## config.mk

```make
export PLATFORM = sky130hd
export DESIGN_NAME = branch_resolve_unit
export DESIGN_NICKNAME = d
export VERILOG_FILES = /design/src/rtl/branch_resolve_unit.sv
export SDC_FILE = /design/constraint.sdc
export NUM_CORES = 1
export LEC_CHECK = 0
export CAP_MARGIN = 20
export CORE_ASPECT_RATIO = 1.2
export CORE_MARGIN = 3
export CORE_UTILIZATION = 40
export CTS_BUF_LIST = sky130_fd_sc_hd__clkbuf_16
export DETAILED_ROUTE_END_ITERATION = 6
export PLACE_DENSITY = 0.78
export SLEW_MARGIN = 20
export SYNTH_ARGS = -nofsm -noshare
export SYNTH_HDL_FRONTEND = slang
export SYNTH_SLANG_ARGS = --single-unit
```

## constraint.sdc

```tcl
create_clock -name clk -period 6.4 [get_ports clk]
set_clock_uncertainty 0.15 [all_clocks]
set_input_delay 1.28 -clock clk [delete_from_list [all_inputs] [get_ports clk]]
set_output_delay 1.28 -clock clk [all_outputs]
set_load 0.01 [all_outputs]
```

## src/rtl/branch_resolve_unit.sv

```systemverilog
// branch_resolve_unit
//   Tracks predicted branches in flight between fetch and execute. Fetch pushes
//   {table index, predicted direction}; execute resolves the oldest entry. Each
//   resolve produces a one-cycle table update; a direction mismatch produces a
//   one-cycle flush with the corrected fetch PC and discards every younger entry.
//
// Ports
//   clk, arst_n           rising-edge clock, asynchronous active-low reset
//   pred_valid/ready      push handshake from fetch
//   pred_idx, pred_taken  table index and predicted direction of the pushed branch
//   res_valid             execute resolves the oldest in-flight branch
//   res_taken             actual direction
//   res_target/fallthru   taken-path / not-taken-path PCs
//   upd_en/addr/taken     table write strobe, index and outcome (1 cycle after resolve)
//   flush, redirect_pc    wrong-path squash and corrected PC (1 cycle after mispredict)
//   err_underflow         sticky: a resolve arrived with nothing in flight
//
// Optional build macro
//   BRU_STATS_EN  adds saturating 16-bit outputs stat_branches and stat_mispred.

module branch_resolve_unit #(
    parameter int DEPTH = 4,
    parameter int IDX_W = 5
) (
    input  logic             clk,
    input  logic             arst_n,
    input  logic             pred_valid,
    output logic             pred_ready,
    input  logic [IDX_W-1:0] pred_idx,
    input  logic             pred_taken,
    input  logic             res_valid,
    input  logic             res_taken,
    input  logic [31:0]      res_target,
    input  logic [31:0]      res_fallthru,
    output logic             upd_en,
    output logic [IDX_W-1:0] upd_addr,
    output logic             upd_taken,
    output logic             flush,
    output logic [31:0]      redirect_pc,
    output logic             err_underflow
`ifdef BRU_STATS_EN
    ,
    output logic [15:0]      stat_branches,
    output logic [15:0]      stat_mispred
`endif
);

    localparam int PTR_W = $clog2(DEPTH);
    localparam int CNT_W = PTR_W + 1;

    typedef enum logic [1:0] {RUN, FLUSH, REFILL} state_e;

    state_e             state_q, state_d;
    logic [PTR_W-1:0]   wr_ptr_q, wr_ptr_d;
    logic [PTR_W-1:0]   rd_ptr_q, rd_ptr_d;
    logic [CNT_W-1:0]   count_q, count_d;
    logic               upd_en_q, upd_en_d;
    logic [IDX_W-1:0]   upd_addr_q, upd_addr_d;
    logic               upd_taken_q, upd_taken_d;
    logic               flush_q, flush_d;
    logic [31:0]        redirect_q, redirect_d;
    logic               err_q, err_d;

    // Entry layout: {idx, predicted taken}
    logic [IDX_W:0]     fifo_mem [DEPTH];
    logic [IDX_W:0]     head_entry;
    logic [IDX_W-1:0]   head_idx;
    logic               head_taken;

    logic in_run, not_empty, full, pop, mispred, underflow, push;

    assign head_entry = fifo_mem[rd_ptr_q];
    assign head_idx   = head_entry[IDX_W:1];
    assign head_taken = head_entry[0];

    assign in_run    = (state_q == RUN);
    assign not_empty = (count_q != '0);
    assign full      = (count_q == CNT_W'(DEPTH));
    assign pop       = in_run & res_valid & not_empty;
    assign mispred   = pop & (head_taken != res_taken);
    assign underflow = in_run & res_valid & ~not_empty;

    // A same-cycle pop frees a slot, so a full queue still accepts the push.
    assign pred_ready = in_run & (~full | pop);
    // Anything pushed alongside a mispredict is on the wrong path.
    assign push       = pred_valid & pred_ready & ~mispred;

    // Entry storage carries no reset; count/pointers define what is valid.
    always_ff @(posedge clk) begin
        if (push) begin
            fifo_mem[wr_ptr_q] <= {pred_idx, pred_taken};
        end
    end

    always_comb begin
        state_d     = state_q;
        wr_ptr_d    = wr_ptr_q;
        rd_ptr_d    = rd_ptr_q;
        count_d     = count_q;
        upd_en_d    = pop;
        upd_addr_d  = upd_addr_q;
        upd_taken_d = upd_taken_q;
        flush_d     = mispred;
        redirect_d  = redirect_q;
        err_d       = err_q | underflow;

        if (pop) begin
            upd_addr_d  = head_idx;
            upd_taken_d = res_taken;
        end
        if (mispred) begin
            redirect_d = res_taken ? res_target : res_fallthru;
        end

        case (state_q)
            RUN: begin
                if (mispred) begin
                    state_d  = FLUSH;
                    wr_ptr_d = '0;
                    rd_ptr_d = '0;
                    count_d  = '0;
                end else begin
                    if (push) wr_ptr_d = wr_ptr_q + PTR_W'(1);
                    if (pop)  rd_ptr_d = rd_ptr_q + PTR_W'(1);
                    count_d = count_q + CNT_W'(push) - CNT_W'(pop);
                end
            end
            FLUSH:   state_d = REFILL;
            REFILL:  state_d = RUN;
            default: state_d = RUN;
        endcase
    end

    always_ff @(posedge clk or negedge arst_n) begin
        if (!arst_n) begin
            state_q     <= RUN;
            wr_ptr_q    <= '0;
            rd_ptr_q    <= '0;
            count_q     <= '0;
            upd_en_q    <= 1'b0;
            upd_addr_q  <= '0;
            upd_taken_q <= 1'b0;
            flush_q     <= 1'b0;
            redirect_q  <= '0;
            err_q       <= 1'b0;
        end else begin
            state_q     <= state_d;
            wr_ptr_q    <= wr_ptr_d;
            rd_ptr_q    <= rd_ptr_d;
            count_q     <= count_d;
            upd_en_q    <= upd_en_d;
            upd_addr_q  <= upd_addr_d;
            upd_taken_q <= upd_taken_d;
            flush_q     <= flush_d;
            redirect_q  <= redirect_d;
            err_q       <= err_d;
        end
    end

    assign upd_en        = upd_en_q;
    assign upd_addr      = upd_addr_q;
    assign upd_taken     = upd_taken_q;
    assign flush         = flush_q;
    assign redirect_pc   = redirect_q;
    assign err_underflow = err_q;

`ifdef BRU_STATS_EN
    function automatic logic [15:0] sat_inc(input logic [15:0] v);
        return (v == 16'hFFFF) ? v : v + 16'd1;
    endfunction

    logic [15:0] stat_branches_q, stat_mispred_q;

    always_ff @(posedge clk or negedge arst_n) begin
        if (!arst_n) begin
            stat_branches_q <= '0;
            stat_mispred_q  <= '0;
        end else begin
            if (pop)     stat_branches_q <= sat_inc(stat_branches_q);
            if (mispred) stat_mispred_q  <= sat_inc(stat_mispred_q);
        end
    end

    assign stat_branches = stat_branches_q;
    assign stat_mispred  = stat_mispred_q;
`endif

endmodule

```

==> impl_metrics.yaml, run 1 <==
run_status:
  status: "completed"
timing:
  rsz0062_at_grt: "no"
  layout_setup_ws_ns: 2.29
  setup_viol: 0
  period_minus_slack_ns: 4.11
  hold_viol: 0
  fmax_mhz: 243
  fin_tns_setup_ns: 0
  worst_hold_slack_ns: 0.332
  tightest_slew_ns: 0.990
  drv_slew: 0
  finalCritPeriodShare: 0.642
  maxSlewHeadroom: 0.339
routing:
  top_layer: "met4"
  wl_microns: 7320
  vias_per_cell: 5.15
  wl_met1_microns: 3050
  via_count: 2347
  met2WireLength_microns: 3670
  drc_errors: 0
  drtIter0Drc: 102
  wl_met3_microns: 508
  wl_per_cell_microns: 16.1
  first_pass_iters: 4
  ant_nets: 0
clock_network:
  cts_htree_levels: 3
  path_clk_slew_ns: 0.06
  cts_resized: 0
  clockBufferDepth: 2
  cts_setup_buffers: 0
  cts-root-buf: "clkbuf_16"
  insertion_delay_ns: 0.32
  cts_tree: "yes"
  postCtsHoldBufs: 0
  numCtsBuffers: 9
  numClockSinks: 74
floorplan:
  io_pins: 117
  start_util: 0.419
  design.core.area_sq_um: 7790
  rows: 35
  fp.dieW_microns: 88.5
  die-area_sq_um: 9300
  die_h_microns: 105
finish:
  finish.utilization: 0.613
  layout.nets: 441
  diodes: 0
  final_area_sq_um: 4780
  areaGrowthSynthToFinish_pct: 46.3
  drive_gt1_frac: 0.102
  finalNonFillerCells: 456
setup_path:
  cp_max_fo: 34
  r2r-start: "rd_ptr_q[0]"
  crit_path_start_kind: "primary input"
  worstPathArrival_ns: 4.21
  criticalPathCategory: "primary input to flip-flop"
  required_ns: 6.50
  startpoint: "res_taken"
  end_kind: "flip-flop"
pwr:
  p_total_mw: 2.26
  vdd_ir_drop_max_uv: 314
  p_leak_nw: 1.94
  p_per_area_nw_per_um2: 472
global_route:
  globalRouteTotalUtil: 0.158
  overflow: 0
  grt_antenna_before_repair: 0
  grt_pass1_vias: 2357
  grt_start_max_net_pins: 51
  grt_pass1_wl_microns: 11500
yosys:
  syn_area_per_cell_sq_um: 13.2
  synth.net_count: 330
  netlist_area_sq_um: 3270
  ys_types: 31
  ys_ff_latch: 74
  ys.warnings.count: 0
  synth_cells: 248
  yosysSeqAreaShare: 0.603
run:
  maxCapViolations: 0
placed_design:
  place_congestion: 0.727
  dp_hpwl_microns: 5290
  dpl.cell_count: 440
  placedInstanceArea_sq_um: 4460
  port_buffers: 116
  pre_cts_slack_ns: 1.96
min_path:
  hold_class: "flip-flop to flip-flop"
  min_from: "err_underflow"
worst paths after layout:
path,endpoint,cells after the start,slack [ns]
worst max-delay path,count_q[2],13,2.29
worst min-delay path,err_underflow,1,0.33
worst max register to register,count_q[2],13,2.79
worst min register to register,err_underflow,1,0.33
max in group asynchronous,upd_addr[1],1,4.85
min in group asynchronous,redirect_pc[19],1,0.82
registers in the layout, summed over array words and instances, names as in the netlist, 2 cells and up:
signal	flops
upd_addr	5
state_q	2
redirect_pc	32
count_q	3
fifo_mem	24
wr_ptr_q	2
rd_ptr_q	2
Yosys cell counts:
library cell	count	area, sq um
o21bai_1	1	7.51
buf_2	4	20.0
xor2_1	1	8.76
nor3b_1	2	15.0
and3_1	1	6.26
mux4_2	6	135
clkbuf_1	12	45.0
o21ai_0	3	15.0
mux2_2	6	67.6
nand2_1	4	15.0
or3_1	1	6.26
dfrtp_1	50	1250
nor3b_2	2	25.0
buf_6	3	33.8
a21oi_1	65	325
or2_2	2	12.5
nor3_1	1	5.00
nor2_1	5	18.8
and2_1	2	12.5
inv_1	4	15.0
ha_1	6	75.1
and4_1	1	8.76
fa_1	1	20.0
nor4b_1	1	8.76
nand3b_1	1	7.51
o41ai_1	1	8.76
nor2b_1	1	6.26
xor2_2	1	16.3
edfxtp_1	24	721
mux2i_1	33	330
xnor2_1	3	26.3
routing by layer:
layer / vias to the layer above / track usage
met5: - / 0
li1: 1130 / -
met2: 78 / 0.261
met4: 0 / 0.0518
met3: 8 / 0.0481
met1: 1131 / 0.196
critical path, cell delays in order:
cell and delay [ns]:
buf_2 0.73, xor2_2 0.15, and2_1 0.22, or2_2 0.29, ha_1 0.27, inv_1 0.06
ha_1 0.13, inv_1 0.04, fa_1 0.37, xor2_1 0.15, nand2_1 0.08, or2_2 0.29
a21oi_1 0.12
power breakdown:
group          switching [mW]  total [mW]  internal, mW  leakage (nW)
clock network           0.185       0.526         0.341         0.161
logic                   0.449       0.935         0.486         0.986
registers               0.116       0.798         0.682         0.789
cells by family (layout without fill, tap and decap cells):
logic type	count (synthesis)	after routing	share of synthesized area
DFF	74	74	0.603
AOI/OAI and AO/OA	70	70	0.109
muxes	45	45	0.163
and+or+nand+nor	24	24	0.0452
buffers and inverters	23	139	0.0348
adders and majority gates	7	7	0.0291
xor gates and xnor gates	5	5	0.0157
layout make-up:
class,instances,area (sq um)
clock inverter,7,95.1
inverter,4,15.0
clock buffer,9,225
sequential,74,1970
multi-input combinational,151,1180
fill,624,3010
tap,92,115
timing repair buffer,119,1180
cell usage in the layout, fill, tap and decap left out, drive strengths merged, types with 5 or more instances in the layout:
cell | netlist | layout
inv | 4 | 5
edfxtp | 24 | 24
mux2i | 33 | 33
mux2 | 6 | 6
nor2 | 5 | 5
clkdlybuf4s50 | 0 | 114
ha | 6 | 6
buf | 7 | 5
clkbuf | 12 | 9
a21oi | 65 | 65
mux4 | 6 | 6
dfrtp | 50 | 50
No activity file was read; power rests on OpenSTA's default activity.
==> inputs of run 2 (changes only) <==
==> constraint.sdc (replaced) <==
create_clock -name clk -period 3.9 [get_ports clk]
set_clock_uncertainty 0.15 [all_clocks]
set_input_delay 0.78 -clock clk [delete_from_list [all_inputs] [get_ports clk]]
set_output_delay 0.78 -clock clk [all_outputs]
set_load 0.01 [all_outputs]
==> run 2 against run 1 <==
Sequential cell count is the same. Sequential share of layout area shrank 0.27 points. Clock power grew 52%. Critical endpoint unchanged. Sequential power grew 62%. Cell area grew 0.65%. Via count grew 1.4%.
==> impl_metrics.yaml, run 2 (synthesized netlist as in run 1, its figures left out) <==
finish:
  final_common_cell: "clkdlybuf4s50_1"
  finalNonFillerCells: 462
  areaGrowthSynthToFinish_pct: 47.2
  final_cell_mix: "114 x clkdlybuf4s50_1, 65 x a21oi_1, 50 x dfrtp_1, 33 x mux2i_1, 24 x edfxtp_1"
  finish.utilization: 0.617
  largest_reg_flops: 32
  diodes: 0
  drive_gt1_frac: 0.116
  final_area_sq_um: 4810
  layout.nets: 447
setup_path:
  crit_path_start_kind: "primary input"
  crit_path_top_delay_cell: "clkdlybuf4s50_1"
  cpLargestDelayFamily: "buffers and inverters"
  required_ns: 3.99
  crit_chain: "clkdlybuf4s50_1 > and3_1 > buf_4 > ha_1 > inv_1 > ha_1 > inv_1 > fa_1 > xor2_1 > nand2_1 > or2_2 > a21oi_1"
  end_kind: "flip-flop"
  criticalPathCategory: "primary input to flip-flop"
  cp_max_fo: 42
  crit_buf_inv: 4
  rr_endpoint: "count_q[2]"
  ff2ff_path_depth: 13
  slowest_delay_ns: 0.51
  r2r-start: "rd_ptr_q[1]"
  startpoint: "res_valid"
  worstPathArrival_ns: 3.45
  reg2reg_slack_ns: 0.60
timing:
  drv_slew: 0
  period_minus_slack_ns: 3.36
  finalCritPeriodShare: 0.861
  worst_hold_slack_ns: 0.255
  fin_tns_setup_ns: 0
  setup_viol: 0
  fmax_mhz: 298
  maxSlewHeadroom: 0.606
  hold_viol: 0
  rsz0062_at_grt: "no"
  layout_setup_ws_ns: 0.544
  tightest_slew_ns: 0.588
global_route:
  overflow: 0
  grt_pass1_wl_microns: 11600
  globalRouteTotalUtil: 0.160
  grt_pass1_vias: 2419
  grt_start_max_net_pins: 45
  grt_antenna_before_repair: 0
pwr:
  p_leak_nw: 1.95
  p_total_mw: 3.67
  vdd_ir_drop_max_uv: 607
  p_per_area_nw_per_um2: 762
clock_network:
  numCtsBuffers: 9
  cts_setup_buffers: 0
  insertion_delay_ns: 0.32
  cts_tree: "yes"
  cts-root-buf: "clkbuf_16"
  cts_htree_levels: 3
  postCtsHoldBufs: 0
  numClockSinks: 74
  path_clk_slew_ns: 0.06
  cts_resized: 0
  clockBufferDepth: 2
floorplan:
  design.core.area_sq_um: 7790
  io_pins: 117
  fp.dieW_microns: 88.5
  die-area_sq_um: 9300
  die_h_microns: 105
  start_util: 0.419
  rows: 35
min_path:
  hold_class: "primary input to async pin"
placed_design:
  dp_hpwl_microns: 5440
  port_buffers: 116
  placedInstanceArea_sq_um: 4520
  dpl.cell_count: 446
  place_congestion: 0.794
  pre_cts_slack_ns: 0.192
routing:
  first_pass_iters: 4
  drtIter0Drc: 48
  ant_nets: 0
  via_count: 2380
  wl_microns: 7450
  drc_errors: 0
  vias_per_cell: 5.15
  wl_per_cell_microns: 16.1
run_status:
  status: "completed"
run:
  maxCapViolations: 0
run 2: cell count changes in the layout (fill, tap and decap cells not counted):
cell / previous run / this run
clkinv_4: 3 / 2
buf_2: 1 / 2
buf_4: 4 / 8
bufinv_16: 2 / 1
clkinvlp_4: 0 / 2
buf_12: 0 / 1
run 2: where the power goes:
| group | internal, mW | switching [mW] | leakage [nW] |
|---|---|---|---|
| Clock | 0.493 | 0.305 | 0.143 |
| Combinational | 0.821 | 0.760 | 1.02 |
| Sequential | 1.12 | 0.170 | 0.789 |
run 2: area by class of cell:
class | count | area, sq um
Clock buffer | 9 | 225
Clock inverter | 7 | 71.3
Fill cell | 657 | 2980
Inverter | 4 | 15.0
Multi-Input combinational cell | 151 | 1180
Sequential cell | 74 | 1970
Tap cell | 92 | 115
Timing Repair Buffer | 125 | 1230
run 2: routing by layer:
layer  GRT usage  share of wire  wire length [microns]
met5           0              0                      0
met4      0.0454         0.0085                     63
met3      0.0442          0.066                    493
met2       0.272           0.51                   3780
met1       0.198           0.42                   3110
run 2: worst reg2reg max path, stage by stage (launching register included):
cell and delay [ns]:
dfrtp_1 0.53, mux4_2 0.39, xor2_2 0.17, and2_1 0.17
or2_2 0.29, ha_1 0.27, inv_1 0.06, ha_1 0.13
inv_1 0.05, fa_1 0.38, xor2_1 0.15, nand2_1 0.08
or2_2 0.28, a21oi_1 0.13
run 2: how the worst max path moves through the flow:
stage | to | slack [ns] | cells past startpoint
2_1_floorplan | count_q[2] | 0.43 | 14
3_3_place_gp | count_q[2] | 0.30 | 12
3_5_place_dp | count_q[2] | 0.19 | 12
4_1_cts | count_q[2] | 0.52 | 12
5_1_grt | count_q[2] | 0.38 | 12
6_report | count_q[2] | 0.54 | 12
==> inputs of run 3 (changes only) <==
--- a/config.mk
+++ b/config.mk
@@ -11,6 +11,7 @@
 export CORE_UTILIZATION = 40
 export CTS_BUF_LIST = sky130_fd_sc_hd__clkbuf_16
 export DETAILED_ROUTE_END_ITERATION = 6
+export GPL_ROUTABILITY_DRIVEN = 0
 export PLACE_DENSITY = 0.78
 export SLEW_MARGIN = 20
 export SYNTH_ARGS = -nofsm -noshare
==> constraint.sdc (replaced) <==
create_clock -name clk -period 3.9 [get_ports clk]
set_clock_uncertainty 0.15 [all_clocks]
set_input_delay 0.78 -clock clk [delete_from_list [all_inputs] [get_ports clk]]
set_output_delay 0.78 -clock clk [all_outputs]
set_load 0.1 [all_outputs]
==> run 3 against run 2 <==
Register-to-register slack got worse by 0.03 ns. Sequential share of layout area up 0.14 points. Hold slack better by 0.046 ns. Sequential cell count stayed put. Count of clock-buffer cells in the layout did not move. Maximum frequency is 0.75% lower. Cell count stayed put. Routed wire length is 0.47% lower. Largest cell class unchanged. Cell area shrank 0.34%.
==> impl_metrics.yaml, run 3 (synthesized netlist as in run 1, its figures left out) <==
run_status:
  status: "completed"
routing:
  vias_per_cell: 5.16
  drtIter0Drc: 57
  drc_errors: 0
  ant_nets: 0
  wl_per_cell_microns: 16.0
  via_count: 2383
  first_pass_iters: 4
  wl_microns: 7410
global_route:
  globalRouteTotalUtil: 0.161
  grt_pass1_wl_microns: 11600
  overflow: 0
  grt_start_max_net_pins: 45
  grt_pass1_vias: 2429
  grt_antenna_before_repair: 0
clock_network:
  path_clk_slew_ns: 0.06
  cts_setup_buffers: 0
  insertion_delay_ns: 0.32
  clockBufferDepth: 2
  cts_resized: 0
  cts_tree: "yes"
  cts-root-buf: "clkbuf_16"
  cts_htree_levels: 3
  numCtsBuffers: 9
  postCtsHoldBufs: 0
  numClockSinks: 74
timing:
  rsz0062_at_grt: "no"
  tightest_slew_ns: 1.01
  setup_viol: 0
  finalCritPeriodShare: 0.867
  fmax_mhz: 296
  drv_slew: 0
  fin_tns_setup_ns: 0
  period_minus_slack_ns: 3.38
  maxSlewHeadroom: 0.322
  hold_viol: 0
floorplan:
  start_util: 0.419
  io_pins: 117
  fp.dieW_microns: 88.5
  design.core.area_sq_um: 7790
  die-area_sq_um: 9300
  rows: 35
  die_h_microns: 105
placed_design:
  port_buffers: 116
  dp_hpwl_microns: 5380
finish:
  largest_reg_flops: 32
  diodes: 0
  finish.utilization: 0.615
  final_cell_mix: "113 x clkdlybuf4s50_1, 65 x a21oi_1, 50 x dfrtp_1, 33 x mux2i_1, 24 x edfxtp_1"
  areaGrowthSynthToFinish_pct: 46.7
  layout.nets: 447
  final_common_cell: "clkdlybuf4s50_1"
  drive_gt1_frac: 0.119
run:
  maxCapViolations: 0
setup_path:
  end_kind: "flip-flop"
  cp_max_fo: 42
  worstPathArrival_ns: 3.47
  crit_path_start_kind: "primary input"
  required_ns: 3.99
  criticalPathCategory: "primary input to flip-flop"
min_path:
  hold_class: "primary input to async pin"
-- run 3: cell count changes in the layout (fill, tap and decap cells not counted), sizes merged --
cell,before,now
clkinvlp,2,3
inv,5,4
clkdlybuf4s50,114,113
buf,11,12
-- run 3: path summary, 6_finish.rpt --
check,from,endpoint,slack (ns),cells past startpoint
worst max-delay path,res_valid,count_q[2],0.52,12
worst min-delay path,arst_n,count_q[2],0.30,1
worst max register to register,rd_ptr_q[1],count_q[2],0.57,13
worst min register to register,err_underflow,err_underflow,0.33,1
max in group asynchronous,arst_n,redirect_pc[17],2.56,2
min in group clk,err_underflow,err_underflow,0.33,1
-- run 3: critical path: stages --
cell             delay [ns]
clkdlybuf4s50_1        0.52
and3_1                 0.18
buf_4                  0.41
ha_1                   0.32
inv_1                  0.06
ha_1                   0.13
inv_1                  0.05
fa_1                   0.37
xor2_1                 0.14
nand2_1                0.08
or2_2                  0.29
a21oi_1                0.14
-- run 3: final cells by class --
type | instances | area, sq um
clock buffers | 9 | 225
well taps | 92 | 115
multi-input cells | 151 | 1180
inverters | 4 | 15.0
repair buffers | 125 | 1220
clock inverters | 7 | 70.1
flip-flops and latches | 74 | 1970
fillers | 636 | 3000
-- run 3: metrics by stage --
step	area (sq um)	setup slack [ns]	hold WS (ns)	cells
2_1_floorplan	3270	0.118	0.326	248
3_5_place_dp	4500	0.218	0.321	446
3_3_place_gp	4500	0.307	0.321	446
5_1_grt	4800	0.304	0.334	462
4_1_cts	4800	0.531	0.312	462
6_report	4800	0.518	0.302	462
-- run 3: per-layer routing --
layer | vias up | part of all wire | GRT usage
met1 | 1162 | 0.40 | 0.201
met4 | 0 | 0.016 | 0.0680
li1 | 1135 | - | -
met3 | 10 | 0.067 | 0.0339
met5 | - | 0 | 0
met2 | 76 | 0.52 | 0.267
Power of run 3 is left out: the tool's default activity adds up to more than one toggle a clock period on the data nets, which glitch-free logic cannot reach.
